<file path="src/rtl/stuff_pkg.sv">
// Shared definitions for the bit-stuffing transmitter: state encodings and defaults.
package stuff_pkg;

    typedef logic [1:0] state_t;

    localparam state_t IDLE  = 2'b00;
    localparam state_t SEND  = 2'b01;
    localparam state_t STUFF = 2'b10;

    localparam int unsigned RUN_LEN_DEF = 4;

endpackage

</file>
<file path="src/rtl/stuff_run_tracker.sv">
// Tracks the length of the current run of identical bits on the wire; sole owner of run state.
module stuff_run_tracker
    import stuff_pkg::*;
#(
    parameter int unsigned RUN_LEN = RUN_LEN_DEF
) (
    input  logic clk,
    input  logic rst,
    input  logic bit_in,
    input  logic bit_en,
    input  logic clr,
    input  logic force_stuff,
    output logic last,
    output logic hit
);

    localparam int unsigned RUN_W = $clog2(RUN_LEN + 1);

    logic [RUN_W-1:0] run_q, run_d;
    logic             last_q, last_d;

    // clr together with bit_en means the emitted bit opens a fresh frame
    always_comb begin
        run_d  = run_q;
        last_d = last_q;
        if (bit_en) begin
            if (clr || (run_q == '0) || (bit_in != last_q)) begin
                run_d = RUN_W'(1);
            end else if (run_q != RUN_W'(RUN_LEN)) begin
                run_d = run_q + RUN_W'(1);
            end
            last_d = bit_in;
        end else if (force_stuff) begin
            run_d  = RUN_W'(1);
            last_d = ~last_q;
        end else if (clr) begin
            run_d  = '0;
            last_d = 1'b0;
        end
    end

    always_ff @(posedge clk or posedge rst) begin
        if (rst) begin
            run_q  <= '0;
            last_q <= 1'b0;
        end else begin
            run_q  <= run_d;
            last_q <= last_d;
        end
    end

    assign last = last_q;
    assign hit  = (run_q == RUN_W'(RUN_LEN));

endmodule

</file>
<file path="src/rtl/stuff_tx.sv">
// Parallel-to-serial bit-stuffing transmitter, MSB first.
// Optional even-parity trailer enabled by defining STUFF_TX_PARITY_EN.
module stuff_tx
    import stuff_pkg::*;
#(
    parameter int unsigned DATA_W  = 8,
    parameter int unsigned RUN_LEN = RUN_LEN_DEF
) (
    input  logic              clk,
    input  logic              rst,
    input  logic [DATA_W-1:0] din,
    input  logic              load,
    output logic              ready,
    output logic              w,
    output logic              w_valid,
    output logic              stuff,
    output logic              busy,
    output logic [1:0]        stout
);

`ifdef STUFF_TX_PARITY_EN
    localparam int unsigned PAR_W = 1;
`else
    localparam int unsigned PAR_W = 0;
`endif
    localparam int unsigned TOT_W = DATA_W + PAR_W;
    localparam int unsigned BL_W  = $clog2(DATA_W + 2);

    state_t           state_q, state_d;
    logic [TOT_W-1:0] shreg_q, shreg_d;
    logic [BL_W-1:0]  bits_left_q, bits_left_d;
    logic             w_q, w_d;
    logic             w_valid_q, w_valid_d;
    logic             stuff_q, stuff_d;
    logic             busy_q, busy_d;

    logic             trk_bit, trk_en, trk_clr, trk_force;
    logic             trk_last, trk_hit;
    logic [TOT_W-1:0] load_val;

`ifdef STUFF_TX_PARITY_EN
    assign load_val = {din, ^din};
`else
    assign load_val = din;
`endif

    stuff_run_tracker #(
        .RUN_LEN(RUN_LEN)
    ) u_run (
        .clk        (clk),
        .rst        (rst),
        .bit_in     (trk_bit),
        .bit_en     (trk_en),
        .clr        (trk_clr),
        .force_stuff(trk_force),
        .last       (trk_last),
        .hit        (trk_hit)
    );

    // state_q names what w is showing this cycle; the next emission is chosen here
    always_comb begin
        state_d     = state_q;
        shreg_d     = shreg_q;
        bits_left_d = bits_left_q;
        w_d         = 1'b0;
        w_valid_d   = 1'b0;
        stuff_d     = 1'b0;
        busy_d      = 1'b0;
        trk_bit     = 1'b0;
        trk_en      = 1'b0;
        trk_clr     = 1'b0;
        trk_force   = 1'b0;
        case (state_q)
            IDLE: begin
                trk_clr = 1'b1;
                if (load) begin
                    state_d     = SEND;
                    shreg_d     = {load_val[TOT_W-2:0], 1'b0};
                    bits_left_d = BL_W'(TOT_W - 1);
                    w_d         = load_val[TOT_W-1];
                    w_valid_d   = 1'b1;
                    busy_d      = 1'b1;
                    trk_bit     = load_val[TOT_W-1];
                    trk_en      = 1'b1;
                end
            end
            SEND, STUFF: begin
                if (trk_hit) begin
                    state_d   = STUFF;
                    w_d       = ~trk_last;
                    w_valid_d = 1'b1;
                    stuff_d   = 1'b1;
                    busy_d    = 1'b1;
                    trk_force = 1'b1;
                end else if (bits_left_q != '0) begin
                    state_d     = SEND;
                    shreg_d     = {shreg_q[TOT_W-2:0], 1'b0};
                    bits_left_d = bits_left_q - BL_W'(1);
                    w_d         = shreg_q[TOT_W-1];
                    w_valid_d   = 1'b1;
                    busy_d      = 1'b1;
                    trk_bit     = shreg_q[TOT_W-1];
                    trk_en      = 1'b1;
                end else begin
                    state_d = IDLE;
                end
            end
            default: state_d = IDLE;
        endcase
    end

    always_ff @(posedge clk or posedge rst) begin
        if (rst) begin
            state_q     <= IDLE;
            shreg_q     <= '0;
            bits_left_q <= '0;
            w_q         <= 1'b0;
            w_valid_q   <= 1'b0;
            stuff_q     <= 1'b0;
            busy_q      <= 1'b0;
        end else begin
            state_q     <= state_d;
            shreg_q     <= shreg_d;
            bits_left_q <= bits_left_d;
            w_q         <= w_d;
            w_valid_q   <= w_valid_d;
            stuff_q     <= stuff_d;
            busy_q      <= busy_d;
        end
    end

    assign ready   = (state_q == IDLE);
    assign w       = w_q;
    assign w_valid = w_valid_q;
    assign stuff   = stuff_q;
    assign busy    = busy_q;
    assign stout   = state_q;

endmodule
</file>
<file path="config.mk">
export PLATFORM = sky130hd
export DESIGN_NAME = stuff_tx
export DESIGN_NICKNAME = d
export VERILOG_FILES = /design/src/rtl/stuff_pkg.sv /design/src/rtl/stuff_run_tracker.sv /design/src/rtl/stuff_tx.sv
export SDC_FILE = /design/constraint.sdc
export NUM_CORES = 1
export LEC_CHECK = 0
export BUFFER_PORTS_ARGS = -buffer_cell sky130_fd_sc_hd__buf_2
export CORE_MARGIN = 4
export CORE_UTILIZATION = 50
export CTS_BUF_LIST = sky130_fd_sc_hd__clkbuf_4 sky130_fd_sc_hd__clkbuf_8
export CTS_CLUSTER_DIAMETER = 200
export CTS_CLUSTER_SIZE = 24
export DETAILED_ROUTE_END_ITERATION = 8
export PLACE_DENSITY = 0.72
export SYNTH_ARGS = -nofsm -noshare
export SYNTH_HDL_FRONTEND = slang
export SYNTH_SLANG_ARGS = --single-unit
</file>
<file path="constraint.sdc">
create_clock -name clk -period 5.01 [get_ports clk]
set_clock_uncertainty 0.15 [all_clocks]
set_input_delay 0 -clock clk [delete_from_list [all_inputs] [get_ports clk]]
set_output_delay 0 -clock clk [all_outputs]
set_load 0.1 [all_outputs]
</file>
==> results.py, run 1 <==
metrics = {
    "placement": {
        "gp_congestion": 0.7929,
        "io_buffers": 17,
        "dp_hpwl_mm": 1.558,
    },
    "synthesis": {
        "ys_ff_latch": 20,
        "synth_edf_count": 0,
        "yosys.area_share.simple": 0.1823,
        "synth_area_leaders": "dfrtp_1 (45%), mux2i_1 (6.3%), ha_1 (5.7%)",
        "synth_adder_area_share": 0.05663,
        "synth.yosys.warnings": 0,
        "synth_top_family_by_area": "simple AND/OR/NAND/NOR gates",
        "syn_area_per_cell_um2": 9.864,
        "synthFlopType": "dfrtp_1",
        "synth-xor-area-share": 0.007928,
        "synthArstFlopShare": 1.000,
        "synth-compound-area-share": 0.1744,
        "syn_area_um2": 1105,
        "ys_types": 37,
        "synth_nets": 128,
        "synth_top_area_frac": 0.4530,
        "synth_mux_area_frac": 0.06342,
        "syn_inst": 112,
        "synth_top_area_cell": "dfrtp_1",
        "ys_seq_area_frac": 0.4530,
    },
    "sta": {
        "slew_violations": 0,
        "rsz0062_at_grt": "false",
        "period_needed_ns": 2.684,
        "relSlewSlack": 0.4479,
        "finalCritPeriodShare": 0.5358,
        "max_freq_ghz": 0.3726,
        "worstMarginPinSlew_ns": 0.8219,
        "finalSetupTns_ns": 0,
        "hold_viol": 0,
        "setup_viol": 0,
    },
    "grt": {
        "first_global_vias": 855,
        "grt_pass1_wl_mm": 3.553,
        "grt_overflow": 0,
        "track_usage": 0.1607,
        "grt_max_degree": 21,
        "grt_antenna_before_repair": 0,
    },
    "detailed_routing": {
        "met2_length_um": 980,
        "wl_per_cell_um": 12.90,
        "routed_wl_mm": 2.102,
        "wl_met3_um": 114,
        "antenna_violating_nets_post_route": 0,
        "via_per_inst": 5.374,
        "remaining_drc_errors": 0,
        "vias": 876,
        "top_layer": "met4",
        "first_pass_iters": 4,
        "routedLengthMet1_um": 993,
        "first_iter_violations": 13,
    },
    "die": {
        "io_pins": 18,
        "rows": 16,
        "die-area_um2": 3026,
        "die_w_um": 55.01,
        "core_area_um2": 2022,
        "die_h_um": 55.01,
        "start_util": 0.5464,
    },
    "cts": {
        "max-clock-path-buffers": 2,
        "cts_tree": "yes",
        "clockRootBuffer": "clkbuf_4",
        "path_clk_slew_ns": 0.11,
        "clock-sinks": 20,
        "numCtsBuffers": 3,
        "clkLatencyLatePin_ns": 0.29,
        "htree_levels": 1,
        "post_cts_buffers": 0,
    },
    "worst_setup_path": {
        "crit_start": "stout[0]",
        "crit_buf_inv": 2,
        "r2r-start": "stout[0]",
        "crit_top_cell": "inv_1",
        "crit_slowest_cell": "nor4_4",
        "crit_type": "reg -> reg",
        "cpPeakStageDelay_ns": 0.71,
        "crit_family": "simple AND/OR/NAND/NOR gates",
        "crit_chain": "inv_1, ha_1, nand3_1, inv_1, nor4_4, nand2_1, mux2i_1",
        "crit_required_ns": 5.03,
        "cp-start-kind": "flop",
        "cp_max_fo": 16,
        "end_kind": "flop",
        "crit_arrival_ns": 2.71,
    },
    "pwr": {
        "share_comb_of_total_power": 0.574,
        "pwr_density_cell_nw_per_um2": 616.0,
        "finalPower_uw": 803.9,
        "clockPowerShare": 0.092,
        "power.leakage_nw": 0.6351,
        "p_sw_frac": 0.5025,
        "ir_drop_mv": 0.4292,
        "internal-power_uw": 399.9,
        "power_switching_uw": 404.0,
        "seq_power_share": 0.334,
    },
    "cells_and_area": {
        "drive_gt1_frac": 0.2059,
        "multi_input_area_um2": 535.5,
        "nFillCells": 166,
        "seq_area_um2": 500.5,
        "num_antenna_cells": 0,
        "syn2layout_area_growth_pct": 18.12,
        "finalNetCount": 154,
    },
    "hold_path": {
        "hold_path_class": "in -> reg",
        "min_from": "din[7]",
    },
    "job": {
        "maxCapViolations": 0,
    },
    "run_status": {
        "status": "finished, final reports clean",
    },
}
==> synthesized netlist by cell type, types with 2 or more instances <==
cell,n
dfrtp_1,20
clkbuf_1,2
nor2_1,9
a22o_1,2
o21ai_0,6
nand2_1,10
nand3_1,2
inv_1,10
nand2b_1,3
ha_1,5
a21oi_2,2
a21o_1,2
a21oi_1,7
nor3_1,2
mux2i_1,7
or2_2,2
==> power by group through the flow <==
stage	combinational, mW	clock (mW)	sequential (mW)
3_3_place_gp	0.447	0	0.269
6_report	0.461	0.0738	0.269
3_5_place_dp	0.457	0	0.272
4_1_cts	0.463	0.0751	0.268
2_1_floorplan	0.309	0	0.351
5_1_grt	0.505	0.0820	0.276
==> registers in the layout, summed over array words and instances, names as in the netlist <==
register     flops
busy             1
stout            2
stuff            1
u_run.last       1
u_run.run_q      3
shreg_q          7
bits_left_q      4
w                1
==> per-stage QoR <==
step	hold slack [ns]	cells	setup WS, ns	area [um2]	util
3_3_place_gp	0.01117	151	2.529	1192	0.5897
4_1_cts	0.05739	163	2.363	1305	0.6454
3_5_place_dp	0.02123	151	2.390	1192	0.5897
2_1_floorplan	-0.1862	112	1.944	1105	-
6_report	0.06643	163	2.326	1305	0.6454
5_1_grt	0.1059	163	2.134	1305	0.6454
==> worst register-to-register path, delay by kind of cell, from the launching register on <==
family | cells | cell delay [ns]
buf+inv | 2 | 0.20
flops | 1 | 0.41
simple gates | 3 | 1.14
mux | 1 | 0.15
fa+ha+maj | 1 | 0.53
==> final timing paths <==
check	endpoint	slack (ns)	cells past startpoint
setup / recovery	bits_left_q[3]	2.33	7
hold / removal	u_run.last	0.07	4
setup reg to reg	bits_left_q[3]	2.33	7
hold reg to reg	shreg_q[1]	0.38	2
max in group asynchronous	bits_left_q[2]	4.02	3
min in group asynchronous	u_run.run_q[0]	0.21	3
==> what timing repair did <==
item | CTS | global route
gates resized for setup | 0 | 0
hold endpoints to repair | 28 | 0
hold buffers | 9 | 0
==> cells in the final DEF, fill, tap and decap left out, drive strengths merged <==
master | synthesis | final
inv | 10 | 10
a2111oi | 1 | 1
ha | 5 | 5
or4 | 1 | 1
nand2 | 10 | 10
nor2 | 9 | 9
nor4bb | 1 | 1
o21ai | 6 | 6
o221ai | 1 | 1
o21bai | 1 | 1
buf | 3 | 17
a21o | 2 | 2
or2 | 2 | 2
o21a | 1 | 1
clkbuf | 2 | 3
nand2b | 3 | 3
a31oi | 1 | 1
nor3 | 2 | 2
a22o | 2 | 2
xnor2 | 1 | 1
a41oi | 1 | 1
nand4b | 1 | 1
o32ai | 1 | 1
nor2b | 1 | 1
dlygate4sd3 | 0 | 9
nor4 | 1 | 1
and2b | 1 | 1
mux2i | 7 | 7
a21boi | 1 | 1
and3 | 1 | 1
dfrtp | 20 | 20
nand3 | 2 | 2
a21oi | 9 | 9
or3b | 1 | 1
a211oi | 1 | 1
==> metal layers <==
layer  vias to the layer above  GRT usage
li1                        439          -
met1                       415     0.2044
met2                        20     0.2795
met3                         2    0.03753
met4                         0    0.02834
met5                         -          0
==> kinds of logic (layout without fill, tap and decap cells) <==
| family | Yosys count | count (layout) |
|---|---|---|
| flops | 20 | 20 |
| compound gates | 28 | 28 |
| simple gates | 36 | 36 |
| buf+inv | 15 | 39 |
| fa+ha+maj | 5 | 5 |
| xor+xnor | 1 | 1 |
| mux | 7 | 7 |
==> final cells by class <==
cell class / count / share of cell area
clock buffers: 3 / 0.01726
repair buffers: 26 / 0.1342
flip-flops and latches: 20 / 0.3835
well taps: 27 / 0.02589
multi-input cells: 77 / 0.4104
inverters: 10 / 0.02876
Note: power is estimated with default switching activity, not from simulation.
==> inputs of run 2 (changes only) <==
--- a/config.mk
+++ b/config.mk
@@ -5,6 +5,7 @@
 export SDC_FILE = /design/constraint.sdc
 export NUM_CORES = 1
 export LEC_CHECK = 0
+export ABC_AREA = 1
 export BUFFER_PORTS_ARGS = -buffer_cell sky130_fd_sc_hd__buf_2
 export CORE_MARGIN = 4
 export CORE_UTILIZATION = 50
@@ -12,7 +13,7 @@
 export CTS_CLUSTER_DIAMETER = 200
 export CTS_CLUSTER_SIZE = 24
 export DETAILED_ROUTE_END_ITERATION = 8
-export PLACE_DENSITY = 0.72
+export PLACE_DENSITY = 0.75
 export SYNTH_ARGS = -nofsm -noshare
 export SYNTH_HDL_FRONTEND = slang
 export SYNTH_SLANG_ARGS = --single-unit
==> constraint.sdc (replaced) <==
create_clock -name clk -period 2.25 [get_ports clk]
set_clock_uncertainty 0.15 [all_clocks]
set_input_delay 0 -clock clk [delete_from_list [all_inputs] [get_ports clk]]
set_output_delay 0 -clock clk [all_outputs]
set_load 0.1 [all_outputs]
==> run 2 against run 1 <==
Area after synthesis decreased by 1.0%. Synthesized cell count grew 18%. Flip-flop and latch count unchanged. Combinational power is 150% higher. Sequential power up 130%. Via count is 5.3% higher. Register-to-register slack lost 2.0 ns. Largest power group unchanged. Power rose by 140%. Wire length rose by 0.48%. Maximum frequency grew 41%. Clock power increased to 2.6 times the previous value. Critical endpoint is now u_run.run_q[0].
==> results.py, run 2 <==
metrics = {
    "run_status": {
        "status": "finished, final reports clean",
    },
    "synthesis": {
        "synth_top_area_frac": 0.4577,
        "syn_inst": 132,
        "synthArstFlopShare": 1.000,
        "syn_area_per_cell_um2": 8.284,
        "ys_ff_latch": 20,
        "synth_edf_count": 0,
        "syn_area_um2": 1094,
        "synth_top_area_cell": "dfrtp_1",
        "synthMostInstantiatedCell": "nand2_1",
        "synth_area_leaders": "dfrtp_1 (46%), nand2_1 (9.3%), inv_1 (5.8%)",
        "ys_seq_area_frac": 0.4577,
        "synthFlopType": "dfrtp_1",
        "synth_common_cells": "nand2_1 (27), dfrtp_1 (20), inv_1 (17), nor2_1 (17), o21ai_0 (7)",
        "synth_nets": 148,
        "ys_types": 24,
        "synth.yosys.warnings": 0,
    },
    "pwr": {
        "finalPower_mw": 1.954,
        "power.leakage_nw": 0.6650,
        "pwr_density_cell_nw_per_um2": 1471,
        "ir_drop_mv": 0.9120,
    },
    "detailed_routing": {
        "routed_wl_mm": 2.112,
        "met2_length_um": 980,
        "antenna_violating_nets_post_route": 0,
        "vias": 922,
        "via_per_inst": 4.957,
        "remaining_drc_errors": 0,
        "wl_met3_um": 103,
        "routedLengthMet1_mm": 1.008,
        "first_pass_iters": 4,
        "first_iter_violations": 26,
        "top_layer": "met4",
        "wl_per_cell_um": 11.35,
    },
    "cells_and_area": {
        "finalNetCount": 176,
        "largest_reg_flops": 7,
        "top_regs": "shreg_q: 7 flops, bits_left_q: 4 flops, u_run.run_q: 3 flops",
        "final_cell_mix": "nand2_1 (27), dfrtp_1 (18), nor2_1 (17), inv_1 (17), buf_2 (17)",
        "max_flop_register": "shreg_q",
        "nFillCells": 178,
        "syn2layout_area_growth_pct": 21.51,
        "num_antenna_cells": 0,
        "postLayoutCellArea_um2": 1329,
        "drive_gt1_frac": 0.2390,
        "layout_commonest_cell": "nand2_1",
    },
    "worst_setup_path": {
        "crit_type": "reg -> reg",
        "cp_max_fo": 11,
        "crit_required_ns": 2.34,
        "cp-start-kind": "flop",
        "end_kind": "flop",
        "reg2reg_depth": 9,
        "crit_arrival_ns": 1.99,
    },
    "die": {
        "core_area_um2": 2022,
        "io_pins": 18,
        "die-area_um2": 2999,
        "start_util": 0.5408,
        "die_h_um": 54.77,
        "rows": 16,
        "die_w_um": 54.77,
    },
    "sta": {
        "setup_viol": 0,
        "finalCritPeriodShare": 0.8459,
        "finalSetupTns_ns": 0,
        "rsz0062_at_grt": "false",
        "relSlewSlack": 0.4987,
        "worstMarginPinSlew_ns": 0.7511,
        "period_needed_ns": 1.903,
        "hold_viol": 0,
        "max_freq_ghz": 0.5254,
        "slew_violations": 0,
    },
    "cts": {
        "htree_levels": 1,
        "clockRootBuffer": "clkbuf_4",
        "path_clk_slew_ns": 0.12,
        "ctsHoldBuffers": 10,
        "clkLatencyLatePin_ns": 0.30,
        "max-clock-path-buffers": 2,
        "numCtsBuffers": 3,
        "cts-resized-gates": 0,
        "post_cts_buffers": 0,
        "cts_tree": "yes",
        "clock-sinks": 20,
    },
    "placement": {
        "io_buffers": 17,
        "dpl_cell_area_um2": 1199,
        "dp_hpwl_mm": 1.542,
        "gp_congestion": 0.8262,
    },
    "grt": {
        "track_usage": 0.1724,
        "grt_max_degree": 21,
        "grt_antenna_before_repair": 0,
        "grt_overflow": 0,
        "first_global_vias": 833,
        "grt_pass1_wl_mm": 3.698,
    },
    "job": {
        "maxCapViolations": 0,
    },
    "hold_path": {
        "hold_path_class": "in -> async",
    },
}
-- run 2: kinds of logic after synthesis --
family	share of synthesized area
fa+ha+maj	0.05721
flops	0.4577
buf+inv	0.09497
compound gates	0.1373
xor+xnor	0.01602
simple gates	0.2368
-- run 2: per-layer routing --
metal,track usage,up-vias
met5,0,-
met4,0.06224,0
met3,0.02452,2
met2,0.2736,23
met1,0.2364,427
li1,-,470
-- run 2: stage by stage --
step | hold WS (ns) | util | worst slack (ns) | cells
global placement | 0.01042 | 0.5928 | 0.4296 | 172
floorplan | -0.1863 | - | 0.1548 | 132
detailed placement | 0.02760 | 0.5928 | 0.3767 | 172
CTS | 0.2345 | 0.6572 | 0.3536 | 186
finish | 0.2044 | 0.6572 | 0.3466 | 186
global route | 0.2940 | 0.6572 | 0.1965 | 186
-- run 2: where the power goes --
group	internal [mW]	total, mW	switching [mW]
Sequential	0.517	0.609	0.0920
Combinational	0.341	1.15	0.812
Clock	0.0812	0.193	0.111
-- run 2: final timing paths --
| kind | slack (ns) | from | endpoint |
|---|---|---|---|
| hold / removal | 0.20 | rst | shreg_q[1] |
| hold reg to reg | 0.35 | shreg_q[4] | shreg_q[4] |
| max in group asynchronous | 1.23 | rst | stout[0] |
| setup reg to reg | 0.35 | stout[0] | u_run.run_q[0] |
| min in group clk | 0.31 | din[0] | shreg_q[1] |
| setup / recovery | 0.35 | stout[0] | u_run.run_q[0] |
-- run 2: area by class of cell --
| cell class | count | area [um2] | area share |
|---|---|---|---|
| Sequential cell | 20 | 503.0 | 0.3785 |
| Multi-Input combinational cell | 88 | 501.7 | 0.3776 |
| Timing Repair Buffer | 27 | 185.2 | 0.1394 |
| Inverter | 20 | 75.07 | 0.05650 |
| Tap cell | 27 | 33.78 | 0.02542 |
| Clock buffer | 4 | 30.03 | 0.02260 |
-- run 2: worst max-delay path, stage by stage, from the launching register on --
cell and delay, ns:
dfrtp_2 0.43, inv_1 0.12, ha_4 0.25, inv_2 0.20
nor2_2 0.09, o21ai_4 0.17, nand2_1 0.09, nor2_2 0.17
nand2_1 0.08, nand3_1 0.09
